--- config.mk ---
export PLATFORM = sky130hd
export DESIGN_NAME = instr_fetch_reg
export DESIGN_NICKNAME = d
export VERILOG_FILES = /design/src/rtl/instr_fetch_reg.sv
export SDC_FILE = /design/constraint.sdc
export NUM_CORES = 1
export LEC_CHECK = 0
export CORE_UTILIZATION = 39
export DETAILED_ROUTE_END_ITERATION = 6
export PLACE_DENSITY = 0.88
export SYNTH_ARGS = -nofsm -noshare
export SYNTH_HDL_FRONTEND = slang
export SYNTH_SLANG_ARGS = --single-unit
--- constraint.sdc ---
create_clock -name clk -period 3.25 [get_ports clk]
set_input_delay 0.4875 -clock clk [delete_from_list [all_inputs] [get_ports clk]]
set_output_delay 0.4875 -clock clk [all_outputs]
set_load 0.02 [all_outputs]
--- src/rtl/instr_fetch_reg.sv ---
// instr_fetch_reg: instruction fetch + instruction register stage.
// A control-unit fetch request starts a word read from instruction memory.
// The read completes on a ready handshake. The returned word is latched into
// the IR and held until the next completed fetch. The decoded fields are
// plain slices of the IR.
// Optional build macro FETCH_TIMEOUT_EN adds a REQ-state timeout that aborts
// the fetch and raises a sticky fetch_err. Without the macro, REQ waits
// forever and fetch_err is tied low.
module instr_fetch_reg #(
  parameter int          TIMEOUT_CYC = 16,
  parameter logic [31:0] NOP_WORD    = 32'h0000_0000
) (
  input  logic        clk,
  input  logic        rst_n,
  input  logic        fetch_req,
  input  logic [31:0] pc_in,
  output logic [31:0] mem_addr,
  output logic        mem_rd,
  input  logic [31:0] mem_rdata,
  input  logic        mem_ready,
  output logic        busy,
  output logic        ir_valid,
  output logic [31:0] instr,
  output logic [5:0]  opcode,
  output logic [4:0]  rs,
  output logic [4:0]  rt,
  output logic [4:0]  rd,
  output logic [4:0]  shamt,
  output logic [5:0]  funct,
  output logic [15:0] imm16,
  output logic [25:0] jtarget,
  output logic        fetch_err
);

  // The timeout counter is 8 bits wide, so TIMEOUT_CYC must fit in 2..255.
  generate
    if ((TIMEOUT_CYC < 2) || (TIMEOUT_CYC > 255)) begin : g_bad_timeout
      $error("instr_fetch_reg: TIMEOUT_CYC must be in 2..255");
    end
  endgenerate

  typedef enum logic [1:0] {
    IDLE = 2'd0,
    REQ  = 2'd1,
    DONE = 2'd2
  } state_t;

  state_t      state_reg;
  logic [31:0] ir_reg;
  logic [31:0] mem_addr_reg;
  logic        mem_rd_reg;
  logic        busy_reg;
  logic        ir_valid_reg;

`ifdef FETCH_TIMEOUT_EN
  // Last count value at which REQ still waits. Reaching it with no ready aborts.
  localparam logic [7:0] TIMEOUT_LAST = 8'(TIMEOUT_CYC - 1);

  logic [7:0] wait_cnt_reg;
  logic       fetch_err_reg;
`endif

  // Fetch FSM. All control outputs and the IR are registered here.
  always_ff @(posedge clk or negedge rst_n) begin
    if (!rst_n) begin
      state_reg     <= IDLE;
      ir_reg        <= NOP_WORD;
      mem_addr_reg  <= 32'h0;
      mem_rd_reg    <= 1'b0;
      busy_reg      <= 1'b0;
      ir_valid_reg  <= 1'b0;
`ifdef FETCH_TIMEOUT_EN
      wait_cnt_reg  <= 8'h0;
      fetch_err_reg <= 1'b0;
`endif
    end else begin
      // ir_valid is a single-cycle pulse. It is raised only on the REQ->DONE edge.
      ir_valid_reg <= 1'b0;

      case (state_reg)
        IDLE: begin
          if (fetch_req) begin
            // Force word alignment by dropping the PC byte offset.
            mem_addr_reg  <= pc_in & 32'hFFFF_FFFC;
            mem_rd_reg    <= 1'b1;
            busy_reg      <= 1'b1;
            state_reg     <= REQ;
`ifdef FETCH_TIMEOUT_EN
            wait_cnt_reg  <= 8'h0;
            fetch_err_reg <= 1'b0;
`endif
          end
        end

        REQ: begin
          // mem_addr stays frozen while waiting. A ready in the last allowed
          // cycle still wins over the timeout.
          if (mem_ready) begin
            ir_reg       <= mem_rdata;
            mem_rd_reg   <= 1'b0;
            ir_valid_reg <= 1'b1;
            state_reg    <= DONE;
          end
`ifdef FETCH_TIMEOUT_EN
          else if (wait_cnt_reg == TIMEOUT_LAST) begin
            // Abort: the IR keeps the previous instruction and no pulse is raised.
            mem_rd_reg    <= 1'b0;
            busy_reg      <= 1'b0;
            fetch_err_reg <= 1'b1;
            state_reg     <= IDLE;
          end else begin
            wait_cnt_reg <= wait_cnt_reg + 8'd1;
          end
`endif
        end

        DONE: begin
          // Requests seen in this cycle are dropped. The next one is taken from IDLE.
          busy_reg  <= 1'b0;
          state_reg <= IDLE;
        end

        default: begin
          mem_rd_reg <= 1'b0;
          busy_reg   <= 1'b0;
          state_reg  <= IDLE;
        end
      endcase
    end
  end

  assign mem_addr = mem_addr_reg;
  assign mem_rd   = mem_rd_reg;
  assign busy     = busy_reg;
  assign ir_valid = ir_valid_reg;
  assign instr    = ir_reg;

`ifdef FETCH_TIMEOUT_EN
  assign fetch_err = fetch_err_reg;
`else
  assign fetch_err = 1'b0;
`endif

  // Decoded fields are pure slices of the IR. They change only when the IR changes.
  assign opcode  = ir_reg[31:26];
  assign rs      = ir_reg[25:21];
  assign rt      = ir_reg[20:16];
  assign rd      = ir_reg[15:11];
  assign shamt   = ir_reg[10:6];
  assign funct   = ir_reg[5:0];
  assign imm16   = ir_reg[15:0];
  assign jtarget = ir_reg[25:0];

endmodule

Word-level counts from Yosys, hierarchy flattened:

Index checks and enable logic that the tools add are counted.

* reduce and logical (&&, ||, !) cells: 6
* eq/ne operators: 4
* multiplexer cells: 9
* bitwise operators: 2

Operators with widths (count)
* AND reduction 2 bit: 4
* 2-to-1 mux 1 bit: 4
* 2-to-1 mux 2 bit: 2
* inequality test 2 bit, second input constant: 2
* one-hot mux 2 bit (2 select lines): 1
* one-hot mux 1 bit (3 select lines): 1
* AND reduction 3 bit: 1
* equality test 2 x 1 -> 1 bit, second input constant: 1
* equality test 2 bit, second input constant: 1
* logical NOT 2 bit: 1
* inverter 1 bit: 2
* one-hot mux 1 bit (2 select lines): 1

* input port bits: 68
* register bits: 67
* logic and storage cells: 27
* output and inout port bits: 142

Logic depth before layout (Yosys ltp):

Gate-level depths: netlist (run 1).

* depth in word-level cells: 3
* gate-level depth with buffers: 4
* mapped depth without buffers: 3

Worst setup path after synthesis (run 1):

OpenSTA, ideal clock, no wires.

* path kind: in2reg
* from: in fetch_req
* to: reg mem_addr_reg[10] (netlist: mem_addr[10])
* slack: 1.808 ns
* path buffers: 1
* required time: 3.125 ns
* setup time: 0.125 ns
* stages: 4
* arrival: 1.317 ns
* cells stage by stage: nor2b_2 -> nor2b_4 -> buf_6 -> mux2_2

* longest elaborated chain between the ends: 1

Ends and longest elaborated chain
* start, declared: RTL line 15 `input logic fetch_req,`
* AND reduction 2 bit (no line)
* end signal, assigned: RTL line 84 `mem_addr_reg <= pc_in & 32'hFFFF_FFFC;`
* end, declared: RTL line 50 `logic [31:0] mem_addr_reg;`

Every way passes these cells.
A chain may end at the register's enable or synchronous reset.

Worst setup path after layout (run 1):

* from: reg ir_reg[14] (netlist: instr[14])
* to: out imm16[14]

RTL lines
* start, declared: RTL line 49 `logic [31:0] ir_reg;`
* start signal, assigned: RTL line 99 `ir_reg <= mem_rdata;`
* end, declared: RTL line 30 `output logic [15:0] imm16,`

No word-level cell between the ends.

==> results of run 1 <==
-- per-layer routing --
| layer | vias up | wire length, um |
|---|---|---|
| met1 | 1014 | 2500 |
| met3 | 8 | 635 |
| met5 | - | 0 |
| li1 | 948 | - |
| met4 | 0 | 85 |
| met2 | 120 | 3710 |
-- power breakdown --
group          internal (uW)  switching (uW)
clock                    473             303
sequential              1200             336
combinational           1760            1580
total                   3440            2220
-- synth_stat cells --
cell / count / area [sq um]
sky130_fd_sc_hd__a21oi_1: 2 / 10.0
sky130_fd_sc_hd__buf_4: 77 / 578
sky130_fd_sc_hd__buf_6: 6 / 67.6
sky130_fd_sc_hd__conb_1: 1 / 3.75
sky130_fd_sc_hd__dfrtp_1: 67 / 1680
sky130_fd_sc_hd__inv_1: 2 / 7.51
sky130_fd_sc_hd__mux2_2: 61 / 687
sky130_fd_sc_hd__mux2_4: 1 / 15.0
sky130_fd_sc_hd__nand2_1: 1 / 3.75
sky130_fd_sc_hd__nor2_1: 4 / 15.0
sky130_fd_sc_hd__nor2_4: 1 / 11.3
sky130_fd_sc_hd__nor2b_2: 1 / 8.76
sky130_fd_sc_hd__nor2b_4: 1 / 13.8
sky130_fd_sc_hd__o22ai_1: 1 / 6.26
-- layout make-up --
cell class | count | area share, %
Clock inverter | 4 | 1.48
Clock buffer | 12 | 3.16
Sequential cell | 67 | 34.1
Tap cell | 102 | 2.60
Inverter | 2 | 0.153
Timing Repair Buffer | 208 | 42.6
Multi-Input combinational cell | 76 | 15.9
-- final timing paths --
kind                                    from            to  slack [ns]  cells after the start
worst min register to register  mem_addr[11]  mem_addr[11]        0.51                      1
worst max register to register  state_reg[0]  mem_addr[23]        1.49                      4
worst min-delay path                   rst_n  mem_addr[14]        0.25                      1
max in group asynchronous              rst_n   mem_addr[8]        2.24                      2
min in group clk                mem_addr[11]  mem_addr[11]        0.51                      1
worst max-delay path               instr[14]     imm16[14]        1.29                      1
-- cell families after synthesis --
| group | after synthesis | synth area share, % |
|---|---|---|
| and+or+nand+nor | 8 | 1.69 |
| DFF | 67 | 54.0 |
| AOI/OAI and AO/OA | 3 | 0.524 |
| other | 1 | 0.121 |
| buffers and inverters | 85 | 21.0 |
| muxes | 62 | 22.6 |
-- stage by stage --
stage / setup slack (ns) / power, uW / cell area [sq um] / std cells
after floorplan: 1.81 / 3690 / 3110 / 228
after global placement: 0.984 / 4860 / 4690 / 455
after detailed placement: 0.931 / 4940 / 4690 / 455
after CTS: 1.25 / 5730 / 4910 / 471
after global routing: 1.22 / 5920 / 4910 / 471
final: 1.29 / 5660 / 4910 / 471
==> results.py, run 1 <==
metrics = {
    "status": {
        "status": "completed",
    },
    "yosys": {
        "synth_cell_type_count": 14,
        "number_of_flip_flops_and_latches_in_the_synthesized_netlist": 67,
        "netlist_instances": 226,
        "yosysWarnings": 0,
        "yosysSeqAreaShare_pct": 54.0,
        "mappedNetlistArea_sq_mm": 0.00310,
        "syn_area_per_cell_sq_um": 13.7,
    },
    "clock_network": {
        "postCtsHoldBufs": 0,
        "clkTransAtPathRegs_ns": 0.07,
        "tritoncts": "done",
        "clock_tree.htree_level_count": 3,
        "cts_setup_buffers": 0,
        "clockBufferDepth": 2,
        "postCtsResizedCells": 0,
        "insertion_delay_ns": 0.34,
        "root_buffer": "sky130_fd_sc_hd__clkbuf_8",
        "cts_buffers": 9,
        "numClockSinks": 67,
    },
    "power_and_ir_drop": {
        "power-per-cell-area_mw_per_mm2": 1150,
        "power.static_leakage_uw": 0.00201,
        "ir_worst_vdd_v": 0.000456,
    },
    "layout": {
        "layout.nets": 432,
        "utilization_pct": 63.6,
        "nFillCells": 609,
        "largest_register_ffs": 32,
        "layout_common_cells": "sky130_fd_sc_hd__clkdlybuf4s50_1, sky130_fd_sc_hd__dfrtp_1, sky130_fd_sc_hd__mux2_2",
        "flow.area_growth_from_synthesis_pct": 58.3,
        "layout_commonest_cell": "sky130_fd_sc_hd__clkdlybuf4s50_1",
        "multi_input_comb_area_sq_um": 782,
        "ff_latch_area_sq_mm": 0.00168,
        "insertedDiodeCount": 0,
        "final_layout_size_suffix_gt1_share_pct": 23.0,
    },
    "floorplanning": {
        "initial_utilization_pct": 40.2,
        "ios": 210,
        "core_region_area_sq_mm": 0.00773,
        "die_w_um": 91.2,
        "die_h_um": 91.2,
        "number_of_placement_rows": 32,
        "fp.dieArea_sq_mm": 0.00832,
    },
    "timing": {
        "grt_setup_unrepaired": "no",
        "worst_slew_pin_slew_ns": 0.861,
        "maxSlewHeadroom_pct": 42.6,
        "whs_ns": 0.254,
        "timing.final.setup_violations": 0,
        "hold_fails_final_rpt": 0,
        "min_period_over_period_pct": 60.3,
        "fin_crit_ns": 1.96,
        "finalMaxSlewViolations": 0,
        "worst_clock_skew_ns": 0.00664,
        "timing.setup.tns_ns": 0,
        "achievable-frequency_mhz": 510,
    },
    "route": {
        "dr.pass1.iters": 4,
        "drt_first_iter_violations": 23,
        "drc_violations": 0,
        "via_count": 2090,
        "wl_um": 6930,
        "detail_route.wl_per_cell_um": 14.7,
        "avgViaCountPerCell": 4.44,
        "final_antenna_net_count": 0,
    },
    "placed_design": {
        "gpl.final_weighted_congestion": 0.679,
        "numPortBuffers": 204,
        "hpwl_um": 5430,
    },
    "global_routing": {
        "globalRouteTotalUtil_pct": 17.9,
        "grt_use_met1_pct": 19.9,
        "grt_busiest_layer": "met2",
        "pin_count_of_the_biggest_net_entering_global_routing": 40,
        "grt_util_met3_pct": 6.78,
        "first_pass_grt_wire_length_um": 11300,
        "grt_util_met2_pct": 31.2,
        "globalRoute.totalOverflow": 0,
        "antenna_found_initial": 0,
        "vias_in_the_first_global_route": 2193,
    },
    "critical_path": {
        "cp_data_required_time_ns": 2.76,
        "biggest_fanout_along_the_worst_timing_path": 5,
        "worstPathArrival_ns": 1.47,
        "worst_path_largest_cell_delay_ns": 0.66,
        "path_cells": "clkdlybuf4s50_1",
        "endpoint_kind": "primary output",
        "crit_family": "buffers and inverters",
        "timing.setup.critical_path_class": "reg2out",
        "startpoint_type": "flip-flop",
        "critical_path.n_buffers_inverters": 1,
        "critPathSlowestCell": "sky130_fd_sc_hd__clkdlybuf4s50_1",
    },
    "job": {
        "drv_cap": 0,
    },
    "min_path": {
        "min-delay-path-class": "in2async",
    },
}
(Power assumes the default switching activity.)
==> run 2, diff against run 1 <==
Settings changed: CORE_UTILIZATION 39 to 36, PLACE_DENSITY 0.88 to 0.82.
Clock period 3.25 ns to 1.9 ns, I/O delays scaled along.
==> run 2 against run 1 <==
  * Die area is 8.2% higher
  * Cell count is 1.5% higher
  * Register-to-register slack worse by 0.99 ns
  * Critical path type unchanged
  * Highest routed layer unchanged
  * Combinational power is 72% higher
  * Worst hold slack better by 0.25 ns
  * Sequential power is 69% higher
  * Clock skew is 0.0021 ns higher
  * Cell area is 0.74% higher
==> results.py, run 2 (synthesis gave the netlist of run 1 again) <==
metrics = {
    "global_routing": {
        "vias_in_the_first_global_route": 2079,
        "globalRouteTotalUtil_pct": 15.2,
        "antenna_found_initial": 0,
        "globalRoute.totalOverflow": 0,
        "first_pass_grt_wire_length_um": 10200,
        "pin_count_of_the_biggest_net_entering_global_routing": 39,
    },
    "layout": {
        "layout.nets": 436,
        "layout_common_cells": "sky130_fd_sc_hd__clkdlybuf4s50_1, sky130_fd_sc_hd__dfrtp_1, sky130_fd_sc_hd__mux2_2",
        "insertedDiodeCount": 0,
        "largest_register_ffs": 32,
        "final_layout_size_suffix_gt1_share_pct": 23.9,
        "layout_commonest_cell": "sky130_fd_sc_hd__clkdlybuf4s50_1",
        "utilization_pct": 59.6,
        "flow.area_growth_from_synthesis_pct": 59.5,
    },
    "floorplanning": {
        "fp.dieArea_sq_mm": 0.00900,
        "core_region_area_sq_mm": 0.00830,
        "ios": 210,
        "die_w_um": 94.9,
        "number_of_placement_rows": 33,
        "die_h_um": 94.9,
        "initial_utilization_pct": 37.4,
    },
    "critical_path": {
        "biggest_fanout_along_the_worst_timing_path": 5,
        "path_cells": "clkdlybuf4s50_1",
        "worstPathArrival_ns": 1.41,
        "endpoint_kind": "primary output",
        "critical_path.n_buffers_inverters": 1,
        "timing.setup.critical_path_class": "reg2out",
        "startpoint_type": "flip-flop",
        "worst_path_largest_cell_delay_ns": 0.64,
        "critPathSlowestCell": "sky130_fd_sc_hd__clkdlybuf4s50_1",
        "cp_data_required_time_ns": 1.62,
        "crit_family": "buffers and inverters",
        "path_depth": 1,
        "worst-r2r-cell-count": 4,
    },
    "clock_network": {
        "postCtsResizedCells": 0,
        "cts_buffers": 9,
        "cts_setup_buffers": 0,
        "tritoncts": "done",
        "insertion_delay_ns": 0.34,
        "root_buffer": "sky130_fd_sc_hd__clkbuf_8",
        "clock_tree.htree_level_count": 3,
        "clockBufferDepth": 2,
        "clkTransAtPathRegs_ns": 0.07,
        "numClockSinks": 67,
    },
    "route": {
        "detail_route.wl_per_cell_um": 14.2,
        "drt_first_iter_violations": 26,
        "avgViaCountPerCell": 4.40,
        "wl_um": 6780,
        "via_count": 2101,
        "dr.pass1.iters": 3,
        "drc_violations": 0,
        "final_antenna_net_count": 0,
    },
    "placed_design": {
        "gpl.final_weighted_congestion": 0.695,
        "numPortBuffers": 204,
        "hpwl_um": 5280,
    },
    "timing": {
        "finalMaxSlewViolations": 0,
        "achievable-frequency_mhz": 590,
        "fin_crit_ns": 1.70,
        "hold_fails_final_rpt": 0,
        "min_period_over_period_pct": 89.3,
        "worst_clock_skew_ns": 0.00873,
        "timing.final.setup_violations": 0,
        "grt_setup_unrepaired": "no",
        "timing.setup.tns_ns": 0,
    },
    "status": {
        "status": "completed",
    },
    "power_and_ir_drop": {
        "power.static_leakage_uw": 0.00202,
        "ir_worst_vdd_v": 0.000705,
        "power-per-cell-area_mw_per_mm2": 1930,
    },
    "job": {
        "drv_cap": 0,
    },
    "min_path": {
        "min-delay-path-class": "in2async",
    },
}
run 2: cell types whose count changed in the layout (fill, tap and decap cells not counted), sizes merged:
cell | before | now
buf | 5 | 8
bufinv | 2 | 1
clkbuf | 12 | 10
clkinv | 1 | 4
dlygate4sd3 | 0 | 1
run 2: path summary, 6_finish.rpt:
check	slack, ns	start	endpoint
worst max register to register	0.50	state_reg[0]	mem_addr[4]
max in group asynchronous	1.01	rst_n	mem_addr[13]
min in group clk	0.50	busy	busy
worst max-delay path	0.20	instr[3]	instr[3]
worst min register to register	0.50	busy	busy
worst min-delay path	0.50	rst_n	instr[26]
run 2: per-stage QoR:
step                setup slack (ns)  power, uW  instance area (sq um)  std cells  hold WS, ns
floorplan                      0.561       6310                   3110        228      -0.0106
global placement               0.177       8320                   4740        461        0.320
detailed placement             0.166       8440                   4740        461        0.333
CTS                            0.168       9660                   4950        478        0.481
global route                   0.131      10000                   4950        478        0.515
finish                         0.204       9530                   4950        478        0.500
run 2: cell type report:
class	instances	area (sq um)
clock buffer	10	138
multi-input combinational	76	782
tap	105	131
inverter	2	7.51
sequential	67	1680
clock inverter	6	65.1
timing repair buffer	212	2150
fill	694	3350
run 2: power by group:
| group | internal [uW] | total, uW | switching [uW] |
|---|---|---|---|
| clock | 641 | 1180 | 542 |
| combinational | 3050 | 5750 | 2700 |
| sequential | 2060 | 2600 | 545 |
run 2: layer usage:
layer / track usage, % / share of wire, % / up-vias
met4: 8.71 / 1.8 / 0
met2: 25.8 / 52 / 119
met3: 5.88 / 10 / 12
met5: 0 / 0 / -
met1: 16.1 / 36 / 1019
li1: - / - / 951
run 2: tightest hold or removal path, cell delays in order:
cell and delay [ns]:
sky130_fd_sc_hd__dlygate4sd3_1 0.52, sky130_fd_sc_hd__buf_2 0.11, sky130_fd_sc_hd__buf_4 0.33
run 2: repair_timing:
item	CTS	global route
setup endpoints to repair	0	0
hold buffers	1	0
hold endpoints to repair	31	0
